<file path="src/rtl/wb_rr_arbiter.sv">
// Round-robin Wishbone B3 arbiter: one slave port shared by num_masters
// masters, grant held for the whole cyc, watchdog err on a silent slave.
module wb_rr_arbiter #(
  parameter int dw             = 32,
  parameter int aw             = 32,
  parameter int num_masters    = 3,
  parameter int timeout_cycles = 255
) (
  input  logic                          wb_clk_i,
  input  logic                          wb_rst_i,
  input  logic [num_masters*aw-1:0]     wbm_adr_i,
  input  logic [num_masters*dw-1:0]     wbm_dat_i,
  input  logic [num_masters*dw/8-1:0]   wbm_sel_i,
  input  logic [num_masters-1:0]        wbm_we_i,
  input  logic [num_masters-1:0]        wbm_cyc_i,
  input  logic [num_masters-1:0]        wbm_stb_i,
  input  logic [num_masters*3-1:0]      wbm_cti_i,
  input  logic [num_masters*2-1:0]      wbm_bte_i,
  output logic [dw-1:0]                 wbm_dat_o,
  output logic [num_masters-1:0]        wbm_ack_o,
  output logic [num_masters-1:0]        wbm_err_o,
  output logic [num_masters-1:0]        wbm_rty_o,
  output logic [aw-1:0]                 wbs_adr_o,
  output logic [dw-1:0]                 wbs_dat_o,
  output logic [dw/8-1:0]               wbs_sel_o,
  output logic                          wbs_we_o,
  output logic                          wbs_cyc_o,
  output logic                          wbs_stb_o,
  output logic [2:0]                    wbs_cti_o,
  output logic [1:0]                    wbs_bte_o,
  input  logic [dw-1:0]                 wbs_dat_i,
  input  logic                          wbs_ack_i,
  input  logic                          wbs_err_i,
  input  logic                          wbs_rty_i,
  output logic [num_masters-1:0]        grant_o
);

  localparam int IW = (num_masters > 1) ? $clog2(num_masters) : 1;
  localparam int TW = (timeout_cycles > 0) ? $clog2(timeout_cycles + 1) : 1;
  localparam int SW = dw / 8;

  typedef enum logic {S_IDLE, S_BUSY} state_t;

  state_t                 r_state, w_state_nxt;
  logic [num_masters-1:0] r_grant, w_grant_nxt;
  logic [IW-1:0]          r_last, w_last_nxt;
  logic [TW-1:0]          r_tcnt, w_tcnt_nxt;

  logic          w_busy;
  logic          w_gcyc;
  logic          w_gstb;
  logic          w_resp;
  logic          w_fire;
  logic          w_found;
  logic [IW-1:0] w_pick;

  assign w_busy    = (r_state == S_BUSY);
  assign w_resp    = wbs_ack_i | wbs_err_i | wbs_rty_i;
  assign grant_o   = r_grant;
  assign wbm_dat_o = wbs_dat_i;

  // r_last holds the granted index for as long as we are BUSY
  always_comb begin
    w_gcyc = 1'b0;
    w_gstb = 1'b0;
    for (int k = 0; k < num_masters; k++) begin
      if (w_busy && r_last == IW'(k)) begin
        w_gcyc = wbm_cyc_i[k];
        w_gstb = wbm_stb_i[k];
      end
    end
  end

  assign w_fire = (timeout_cycles != 0) && w_gstb && !w_resp &&
                  (r_tcnt == TW'(timeout_cycles));

  // first requester after the last winner, wrapping
  always_comb begin
    int j;
    w_found = 1'b0;
    w_pick  = r_last;
    j       = 0;
    for (int i = 1; i <= num_masters; i++) begin
      j = int'(r_last) + i;
      if (j >= num_masters) j = j - num_masters;
      if (!w_found && wbm_cyc_i[IW'(j)]) begin
        w_found = 1'b1;
        w_pick  = IW'(j);
      end
    end
  end

  always_comb begin
    w_state_nxt = r_state;
    w_grant_nxt = r_grant;
    w_last_nxt  = r_last;
    unique case (r_state)
      S_IDLE: begin
        if (w_found) begin
          w_state_nxt         = S_BUSY;
          w_grant_nxt         = '0;
          w_grant_nxt[w_pick] = 1'b1;
          w_last_nxt          = w_pick;
        end
      end
      S_BUSY: begin
        if (!w_gcyc) begin
          w_state_nxt = S_IDLE;
          w_grant_nxt = '0;
        end
      end
      default: w_state_nxt = S_IDLE;
    endcase
  end

  always_comb begin
    if (timeout_cycles == 0 || !w_gstb || w_resp || w_fire)
      w_tcnt_nxt = '0;
    else
      w_tcnt_nxt = r_tcnt + 1'b1;
  end

  always_ff @(posedge wb_clk_i or posedge wb_rst_i) begin
    if (wb_rst_i) begin
      r_state <= S_IDLE;
      r_grant <= '0;
      r_last  <= IW'(num_masters - 1);
      r_tcnt  <= '0;
    end else begin
      r_state <= w_state_nxt;
      r_grant <= w_grant_nxt;
      r_last  <= w_last_nxt;
      r_tcnt  <= w_tcnt_nxt;
    end
  end

  always_comb begin
    wbs_adr_o = '0;
    wbs_dat_o = '0;
    wbs_sel_o = '0;
    wbs_we_o  = 1'b0;
    wbs_cyc_o = 1'b0;
    wbs_stb_o = 1'b0;
    wbs_cti_o = '0;
    wbs_bte_o = '0;
    wbm_ack_o = '0;
    wbm_err_o = '0;
    wbm_rty_o = '0;
    for (int k = 0; k < num_masters; k++) begin
      if (w_busy && r_last == IW'(k)) begin
        wbs_adr_o    = wbm_adr_i[k*aw +: aw];
        wbs_dat_o    = wbm_dat_i[k*dw +: dw];
        wbs_sel_o    = wbm_sel_i[k*SW +: SW];
        wbs_we_o     = wbm_we_i[k];
        wbs_cyc_o    = wbm_cyc_i[k];
        wbs_stb_o    = wbm_stb_i[k] & ~w_fire;
        wbs_cti_o    = wbm_cti_i[k*3 +: 3];
        wbs_bte_o    = wbm_bte_i[k*2 +: 2];
        wbm_ack_o[k] = wbs_ack_i;
        wbm_err_o[k] = wbs_err_i | w_fire;
        wbm_rty_o[k] = wbs_rty_i;
      end
    end
  end

endmodule

</file>
<file path="config.mk">
export PLATFORM = sky130hd
export DESIGN_NAME = wb_rr_arbiter
export DESIGN_NICKNAME = d
export VERILOG_FILES = /design/src/rtl/wb_rr_arbiter.sv
export SDC_FILE = /design/constraint.sdc
export NUM_CORES = 1
export LEC_CHECK = 0
export BUFFER_PORTS_ARGS = -buffer_cell sky130_fd_sc_hd__buf_2
export CAP_MARGIN = 0
export CORE_AREA = 2 2 149 151
export CTS_CLUSTER_DIAMETER = 150
export DETAILED_ROUTE_END_ITERATION = 8
export DIE_AREA = 0 0 151 153
export MAX_ROUTING_LAYER = met4
export SETUP_SLACK_MARGIN = 0.4
export SLEW_MARGIN = 20
export SYNTH_ARGS = -nofsm -noshare
export SYNTH_HDL_FRONTEND = slang
export SYNTH_SLANG_ARGS = --single-unit
</file>
<file path="constraint.sdc">
create_clock -name wb_clk_i -period 6.79 [get_ports wb_clk_i]
set_input_delay 0 -clock wb_clk_i [delete_from_list [all_inputs] [get_ports wb_clk_i]]
set_output_delay 0 -clock wb_clk_i [all_outputs]
set_load 0.01 [all_outputs]
</file>
# Word-level counts from Yosys, hierarchy flattened
# Cells that the tools add are included.
[totals]
reg_bits = 14
input_bits = 265
wordCells = 112
[op_classes]
addsub = 7
order_cmp = 8
n_eq_ne = 5
mux = 63
bitwise_logic = 8
n_reduce_logical = 17
[op_table]
columns = ["cell", "n"]
rows = [
  ["32-bit two-way mux", 6],
  ["1-bit two-way mux", 33],
  ["2-bit two-way mux", 9],
  ["3-bit two-way mux", 5],
  ["2-bit by 4-bit < comparator with 1-bit output, second input constant", 3],
  ["4-bit two-way mux", 3],
  ["3-bit by 2-bit >= comparator with 1-bit output, second input constant", 3],
  ["8-bit by 1-bit adder with 8-bit output, second input constant", 1],
  ["8-bit equality test, second input constant", 1],
  ["1-bit logical AND", 8],
  ["8-bit two-way mux", 1],
  ["2-bit by 2-bit adder with 3-bit output, second input constant", 2],
  ["1-bit binary-select mux with 2-bit select", 3],
  ["3-bit one-hot mux with 2 select lines", 1],
  ["2-bit subtractor, second input constant", 3],
  ["1-bit logical NOT", 4],
  ["2-bit != test, second input constant", 2],
  ["2-bit AND reduction", 2],
  ["2-bit by 1-bit adder with 3-bit output, second input constant", 1],
  ["1-bit bitwise AND", 3],
  ["2-bit by 3-bit < comparator with 1-bit output, second input constant", 1],
  ["1-bit bitwise OR", 3],
  ["1-bit demux with 2-bit select", 1],
  ["2-bit by 1-bit equality test with 1-bit output, second input constant", 1],
  ["other kinds (6)", 8],
]

# Depth between registers and ports, before layout
# Gate-level depths: netlist (run 1).
[depth]
ltp_word = 19
mapped_depth = 8
ltp_nobuf = 7

# Least setup slack after synthesis (run 1)
# No wires, ideal clock.
[synth_path]
path_type = "register to register"
startpoint = "reg r_last[1]"
endpoint = "reg r_grant[2] (netlist: grant_o[2])"
setup_ns = 0.066
arrival_time_ns = 2.242
setup_slack_ns = 4.482
stages_incl_launch_ff = 8
cell_sequence = "dfstp_2 inv_1 ha_1 mux2_1 a222oi_1 a21oi_2 a21oi_2 a22o_1"
[synth_via]
elab_chain_cells = 19
[synth_rtl]
columns = ["item", "line_no", "text"]
rows = [
  ["start, declared", "46", "logic [IW-1:0] r_last, w_last_nxt;"],
  ["start signal, assigned", "127", "r_last <= IW'(num_masters - 1);"],
  ["start signal, assigned", "132", "r_last <= w_last_nxt;"],
  ["2-bit by 1-bit adder with 3-bit output", "84", "j = int'(r_last) + i;"],
  ["3-bit by 2-bit >= comparator with 1-bit output / 2-bit subtractor (equally long branches)", "85", "if (j >= num_masters) j = j - num_masters;"],
  ["2-bit two-way mux", "85", ""],
  ["1-bit binary-select mux with 2-bit select", "86", "if (!w_found && wbm_cyc_i[IW'(j)]) begin"],
  ["1-bit two-way mux (not written as such) (2 in series)", "86", ""],
  ["1-bit two-way mux", "86", ""],
  ["1-bit logical NOT", "86", ""],
  ["1-bit logical AND", "86", ""],
  ["[2 not listed]", "n/a", ""],
  ["1-bit logical AND", "86", ""],
  ["2-bit two-way mux", "86", ""],
  ["2-bit by 3-bit < comparator with 1-bit output (not written as such) / 2-bit by 1-bit >= comparator with 1-bit output (equally long branches)", "102", "w_grant_nxt[w_pick] = 1'b1;"],
  ["1-bit logical AND (not written as such)", "102", ""],
  ["1-bit two-way mux (not written as such)", "102", ""],
  ["1-bit demux with 2-bit select", "102", ""],
  ["3-bit two-way mux", "99", "if (w_found) begin"],
  ["3-bit one-hot mux with 2 select lines", "97", "unique case (r_state)"],
  ["end signal, assigned", "131", "r_grant <= w_grant_nxt;"],
  ["end, declared", "45", "logic [num_masters-1:0] r_grant, w_grant_nxt;"],
]
# Several ways; a longest one is shown, not always the timed one. The select of a mux whose other input is x is not followed.
# A chain may end at the register's enable or synchronous reset.

# Final worst setup path (run 1)
[layout_path]
startpoint = "reg r_last[0]"
endpoint = "out wbs_cyc_o"
[layout_via]
elab_chain_cells = 5
[layout_rtl]
columns = ["item", "line_no", "text"]
rows = [
  ["2-bit logical NOT", "150", "if (w_busy && r_last == IW'(k)) begin"],
  ["1-bit logical AND", "150", ""],
  ["1-bit two-way mux (2 in series)", "150", ""],
  ["1-bit two-way mux (*)", "150", ""],
  ["end, declared", "27", "output logic wbs_cyc_o,"],
]
# Every way passes the cells marked *; elsewhere a longest branch is shown, timed or not.

==> out/results.ini, run 1 <==
[cts]
cts.sinks=14
cts_max_path_buffers=2
cts_tree=built
postCtsSetupBuffers=0
clkTransAtPathRegs_ns=0.05
cts_buffers=3
cts_htree_levels=1
clock_latency_ns=0.24
cts_root_buf=clkbuf_16

[synth]
synth_area_per_cell_um2=6.46
synthTopCellsByArea=a22oi_1, a21oi_1, dfrtp_1
yosys_most_used_dff=dfrtp_1
yosysTopAreaCellShare_pct=21.8
async_flop_share_pct=100
synth-adder-area-share_pct=1.96
yosys.area.top_type=a22oi_1
synth_cell_types=42
synth_mux_area_share_pct=1.72
yosys.area_share.simple_pct=19.8
synth-edff-count=0
synth-seq-cells=14
synthXorXnorAreaFrac_pct=2.06
netlist_area_mm2=0.00255
synth_top_family_by_area=compound AO/OA/AOI/OAI gates
ys_seq_area_share_pct=13.8
syn_nets=664
ys.warnings.count=0
synth_compound_area_share_pct=44.2
syn_inst=395

[critical_path]
reg2reg_from=r_last[0]
critical_path.cell_chain=inv_1 > ha_1 > nand2_4 > buf_4 > o21bai_1 > inv_1 > buf_2
worstPathMaxFanout=91
crit_type=register to output pin
worstRegToRegCells=7
worstPathRequired_ns=6.79
critPathCaptureType=output pin
worst_r2r_endpoint=grant_o[0]
crit_arrival_ns=3.16
r2r_slack_ns=3.72
crit_slowest_cell=buf_4
max_stage_delay_ns=0.75
start_kind=register
crit_path_frequent_cell=inv_1

[global_routing]
grt_usage_pct=9.43
antenna_found_initial=2
grt_pass1_wl_um=16900
grt_pass1_vias=3338
gr-total-overflow=0
grt_max_degree=92

[place]
port_buffers=320
hpwl_um=9990
routabilityCongestion=0.853
dp_cells=928
dpl-instance-area_mm2=0.00414

[timing]
worst_pin_slew_ns=0.874
setup_tns_ns=0
drv_slew=0
whs_ns=0.00000393
slew_headroom_pct=41.7
hold_viol_final=0
finClkSkew_ns=0.00154
max_clock_freq_ghz=0.316
layout_worst_path_cycle_share_pct=46.5
fin_crit_ns=3.16
setup_violations=0
rsz0062_at_grt=false

[route]
ant_nets=0
avgViaCountPerCell=4.17
dr.pass1.iters=4
wl_um=12400
drc_errors=0
vias=3895
drtIter0Drc=230
wire_per_inst_um=13.3

[pwr]
pwr_density_cell_mw_per_mm2=383
p_int_mw=0.749
p_comb_share_pct=84.7
vdd_drop_max_mv=0.140
swShare_pct=53.9
clkPwrFrac_pct=7.6
p_seq_share_pct=7.7
p_sw_mw=0.876
p_leak_nw=2.25

[floorplan]
dieArea_mm2=0.0231
die_w_um=151
placement_rows=54
fp.dieH_um=153
core_mm2=0.0215
start_util_pct=11.9
pin_count=385

[final_layout]
nets=923
area_growth_syn_to_layout_pct=66.4
final_cell_area_mm2=0.00424
instances_no_fill=934
drive_gt1_share_pct=51.3

[hold_path]
worstHoldStart=wbs_dat_i[17]
min_delay_path_depth=0
min_to=wbm_dat_o[17]
holdCritPathClass=input port to output pin

[outcome]
outcome=finished clean

[job]
maxCapViolCount=0

cell usage after synthesis, types with 3 or more instances:
cell / number
a21oi_1: 77
a22oi_1: 74
a32o_1: 4
and2_1: 3
and3_1: 7
buf_1: 5
buf_4: 32
clkbuf_1: 30
dfrtp_1: 13
ha_1: 4
inv_1: 7
mux2_1: 3
nand2_1: 5
nand2b_1: 4
nand3_1: 4
nor2_1: 86
xor2_1: 4
per-stage QoR:
stage | utilization (%) | setup slack [ns] | total power, mW
after floorplan | - | 4.48 | 0.996
after global placement | 19.3 | 3.92 | 1.49
after detailed placement | 19.3 | 3.81 | 1.51
after CTS | 19.7 | 3.69 | 1.64
after global routing | 19.7 | 3.37 | 1.78
final | 19.7 | 3.63 | 1.62
worst max-delay path: cells and delay by family, from the launching register on:
family | cells | cell delay [ns]
AOI/OAI and AO/OA | 1 | 0.24
and+or+nand+nor | 1 | 0.49
buffers and inverters | 4 | 1.20
DFF | 1 | 0.47
adders and majority gates | 1 | 0.37
layout make-up:
type                       count  area [um^2]
antenna                        1         2.50
clock buffer                   4         88.8
fill                        2456        17200
inverter                       7         26.3
multi-input combinational    304         1790
sequential                    14          352
tap                          280          350
timing repair buffer         324         1630
kinds of logic (layout without fill, tap and decap cells):
| kind of cell | after synthesis | in the layout |
|---|---|---|
| AO/OA/AOI/OAI | 173 | 173 |
| AND/OR/NAND/NOR | 117 | 117 |
| buffers and inverters | 77 | 335 |
| flip-flops | 14 | 14 |
| XOR/XNOR | 6 | 6 |
| adder cells (fa/ha/maj) | 4 | 4 |
| multiplexers | 4 | 4 |
| other | 0 | 1 |
power by group through the flow:
| stage | registers (mW) | logic (mW) | clock network, mW |
|---|---|---|---|
| 6_report | 0.125 | 1.38 | 0.124 |
| 5_1_grt | 0.128 | 1.52 | 0.129 |
| 4_1_cts | 0.125 | 1.39 | 0.126 |
| 3_5_place_dp | 0.125 | 1.38 | 0 |
| 3_3_place_gp | 0.124 | 1.37 | 0 |
| 2_1_floorplan | 0.116 | 0.881 | 0 |
registers in the layout, indices dropped and copies added, names as in the netlist:
signal and flops:
grant_o 3, r_last 2, r_state 1, r_tcnt 8
repair_timing:
action / CTS / global route
hold endpoints to repair: 13 / 0
gates resized for setup: 0 / 0
hold buffers: 1 / 0
cell usage in the layout, fill, tap and decap left out, types with 2 or more instances in the layout:
| cell type | n |
|---|---|
| buf_2 | 320 |
| o21ai_0 | 2 |
| a22o_1 | 2 |
| ha_1 | 4 |
| a21oi_1 | 77 |
| inv_1 | 7 |
| nand3_1 | 4 |
| and2_1 | 2 |
| nor2b_1 | 2 |
| and3_1 | 7 |
| nor2_1 | 86 |
| clkbuf_16 | 3 |
| a22oi_1 | 74 |
| a222oi_1 | 2 |
| xor2_1 | 4 |
| a21oi_2 | 2 |
| mux2_1 | 3 |
| xnor2_1 | 2 |
| a32o_1 | 4 |
| nand2_1 | 4 |
| nand2b_1 | 4 |
| dfrtp_1 | 13 |
| buf_4 | 3 |
worst max-delay path by stage:
stage                     startpoint          to  cells past startpoint
after floorplan            r_last[1]  grant_o[2]                      7
after global placement     r_last[1]  grant_o[2]                      8
after detailed placement   r_last[0]  grant_o[2]                      7
after CTS                  r_last[0]   wbs_cyc_o                      7
after global routing       r_last[0]   wbs_cyc_o                      7
final                      r_last[0]   wbs_cyc_o                      7
layer usage:
layer  global-route usage (%)  up-vias  routed length [um]
met4                     2.36        0                 267
met3                    0.896       24                 925
met1                     10.3     1732                4770
met2                     18.1      207                6410
li1                         -     1932                   -
met5                        -        -                   0
Note: power is estimated with default switching activity, not from simulation.
==> run 2, diff against run 1 <==
--- a/config.mk
+++ b/config.mk
@@ -7,10 +7,10 @@
 export LEC_CHECK = 0
 export BUFFER_PORTS_ARGS = -buffer_cell sky130_fd_sc_hd__buf_2
 export CAP_MARGIN = 0
-export CORE_AREA = 2 2 149 151
+export CORE_AREA = 2 2 151 153
 export CTS_CLUSTER_DIAMETER = 150
 export DETAILED_ROUTE_END_ITERATION = 8
-export DIE_AREA = 0 0 151 153
+export DIE_AREA = 0 0 153 155
 export MAX_ROUTING_LAYER = met4
 export SETUP_SLACK_MARGIN = 0.4
 export SLEW_MARGIN = 20
==> constraint.sdc (replaced) <==
create_clock -name wb_clk_i -period 3.21 [get_ports wb_clk_i]
set_input_delay 0 -clock wb_clk_i [delete_from_list [all_inputs] [get_ports wb_clk_i]]
set_output_delay 0 -clock wb_clk_i [all_outputs]
set_load 0.01 [all_outputs]
==> run 2 against run 1 <==
First-iteration DRC count grew 64%. Non-clock buffer count increased by 5. Die area rose by 2.6%. Count of clock-buffer cells in the layout is the same. Wire length grew 2.2%. Register-to-register slack worse by 3.0 ns. Worst setup slack lost 2.9 ns. Sequential cell count is the same. Sequential share of layout area shrank 0.13 points. Critical path type unchanged.
==> out/results.ini, run 2 (synthesis results as in run 1) <==
[critical_path]
reg2reg_from=r_last[0]  ; unchanged
crit_slowest_cell=dfrtp_1  ; was buf_4
worstPathMaxFanout=32  ; was 91
r2r_slack_ns=0.72  ; was 3.72 ns
critPathCaptureType=output pin  ; unchanged
critical_path.cell_chain=ha_1 > and2_4 > buf_4 > a22oi_1 > a21oi_1 > buf_2  ; was inv_1 > ha_1 > nand2_4 > buf_4 > o21bai_1 > inv_1 > buf_2
worst_r2r_endpoint=grant_o[0]  ; unchanged
cp_top_family=buffers and inverters  ; unchanged
worstPathRequired_ns=3.21  ; was 6.79 ns
start_kind=register  ; unchanged
worstRegToRegCells=8  ; was 7
crit_arrival_ns=2.51  ; was 3.16 ns
crit_type=register to output pin  ; unchanged
max_stage_delay_ns=0.47  ; was 0.75 ns
cp_num_buf_inv=2  ; was 4

[route]
wire_per_inst_um=13.4  ; was 13.3 um
wl_um=12700  ; was 12400 um
dr.pass1.iters=6  ; was 4
ant_nets=0  ; unchanged
vias=4018  ; was 3895
drtIter0Drc=378  ; was 230
avgViaCountPerCell=4.26  ; was 4.17
drc_errors=0  ; unchanged

[final_layout]
regMostFlops=r_tcnt  ; unchanged
instances_no_fill=944  ; was 934
final_cell_mix=buf_2, nor2_1, a21oi_1  ; unchanged
largest_reg_flops=8  ; unchanged
area_growth_syn_to_layout_pct=69.1  ; was 66.4%
final_common_cell=buf_2  ; unchanged
nets=928  ; was 923
final_cell_area_mm2=0.00431  ; was 0.00424 mm^2
drive_gt1_share_pct=51.7  ; was 51.3%

[global_routing]
grt_pass1_vias=3660  ; was 3338
grt_usage_pct=9.70  ; was 9.43%
grt_pass1_wl_um=18400  ; was 16900 um
gr-total-overflow=0  ; unchanged
grt_max_degree=80  ; was 92
antenna_found_initial=1  ; was 2

[timing]
layout_worst_path_cycle_share_pct=78.1
hold_viol_final=0  ; unchanged
setup_violations=0  ; unchanged
finClkSkew_ns=0.00106  ; was 0.00154 ns
setup_tns_ns=0  ; unchanged
worst_pin_slew_ns=0.679  ; was 0.874 ns
slew_headroom_pct=54.7  ; was 41.7%
max_clock_freq_ghz=0.399
drv_slew=0  ; unchanged
fin_crit_ns=2.51
rsz0062_at_grt=false  ; unchanged

[cts]
cts_htree_levels=1  ; unchanged
cts_tree=built  ; unchanged
cts_root_buf=clkbuf_16  ; unchanged
cts_max_path_buffers=2  ; unchanged
clkTransAtPathRegs_ns=0.05  ; about the same
cts.sinks=14  ; unchanged
cts_buffers=3  ; unchanged
clock_latency_ns=0.24  ; about the same

[floorplan]
fp.dieH_um=155  ; was 153 um
core_mm2=0.0222  ; was 0.0215 mm^2
die_w_um=153  ; was 151 um
placement_rows=55  ; was 54
dieArea_mm2=0.0237  ; was 0.0231 mm^2
start_util_pct=11.5  ; was 11.9%
pin_count=385  ; unchanged

[job]
maxCapViolCount=0  ; unchanged

[place]
dp_cells=936  ; was 928
routabilityCongestion=0.822  ; was 0.853
dpl-instance-area_mm2=0.00420  ; was 0.00414 mm^2
hpwl_um=10400  ; was 9990 um
port_buffers=320  ; unchanged

[hold_path]
min_delay_path_depth=0  ; unchanged
holdCritPathClass=input port to output pin  ; unchanged
min_to=wbm_dat_o[14]  ; was wbm_dat_o[17]
worstHoldStart=wbs_dat_i[14]  ; was wbs_dat_i[17]

[pwr]
p_leak_nw=2.28  ; was 2.25 nW
vdd_drop_max_mv=0.302  ; was 0.140 mV
pwr_density_cell_mw_per_mm2=821  ; was 383 mW/mm^2
p_total_mw=3.54  ; was 1.62 mW

[outcome]
outcome=finished clean  ; unchanged

[run 2: worst reg2reg max path, cell delays in order (launching register included)]
cell and delay, ns:
dfrtp_1 0.47, inv_1 0.13, ha_1 0.52, mux2_1 0.36
a222oi_1 0.30, buf_4 0.18, buf_4 0.11, a32oi_1 0.05
a32o_1 0.26
[run 2: report_power, final]
group	internal (mW)	total, mW	switching, mW
logic	1.25	3.01	1.76
clock network	0.189	0.261	0.0720
registers	0.215	0.268	0.0528
total	1.66	3.54	1.88
[run 2: area by class of cell]
| cell class | count | area [um^2] |
|---|---|---|
| diodes | 1 | 2.50 |
| clock buffers | 4 | 88.8 |
| fillers | 2510 | 17900 |
| inverters | 7 | 26.3 |
| multi-input cells | 304 | 1790 |
| flip-flops and latches | 14 | 352 |
| well taps | 285 | 357 |
| repair buffers | 329 | 1700 |
[run 2: worst max path at each step]
| stage | cells after the start | from | endpoint |
|---|---|---|---|
| after detailed placement | 7 | r_last[1] | grant_o[0] |
| after global placement | 7 | r_last[1] | grant_o[0] |
| after global routing | 6 | r_last[0] | wbs_adr_o[24] |
| after CTS | 6 | r_last[0] | wbs_adr_o[22] |
| final | 6 | r_last[0] | wbs_adr_o[14] |
| after floorplan | 7 | r_last[1] | grant_o[2] |
[run 2: timing repair]
action,4_1_cts,5_1_grt
setup endpoints to repair,0,32
buffers inserted,0,2
hold buffers,1,0
resized for setup,0,1
endpoints found under the hold margin,13,0
[run 2: metal layers]
| layer | vias to the layer above | GRT usage [%] | share of wire (%) |
|---|---|---|---|
| li1 | 1939 | - | - |
| met1 | 1810 | 11.5 | 40 |
| met2 | 239 | 16.8 | 49 |
| met3 | 30 | 1.81 | 8.5 |
| met4 | 0 | 2.82 | 2.9 |
| met5 | - | - | 0 |
[run 2: per-stage QoR]
step / setup WS (ns) / hold slack, ns / util, %
after floorplan: 0.902 / -0.111 / -
after global placement: 0.579 / 0.0000686 / 18.9
after detailed placement: 0.446 / 0.0000686 / 18.9
after CTS: 0.437 / 0.0000686 / 19.3
after global routing: 0.517 / 0.0000151 / 19.4
final: 0.704 / 0.00000282 / 19.4
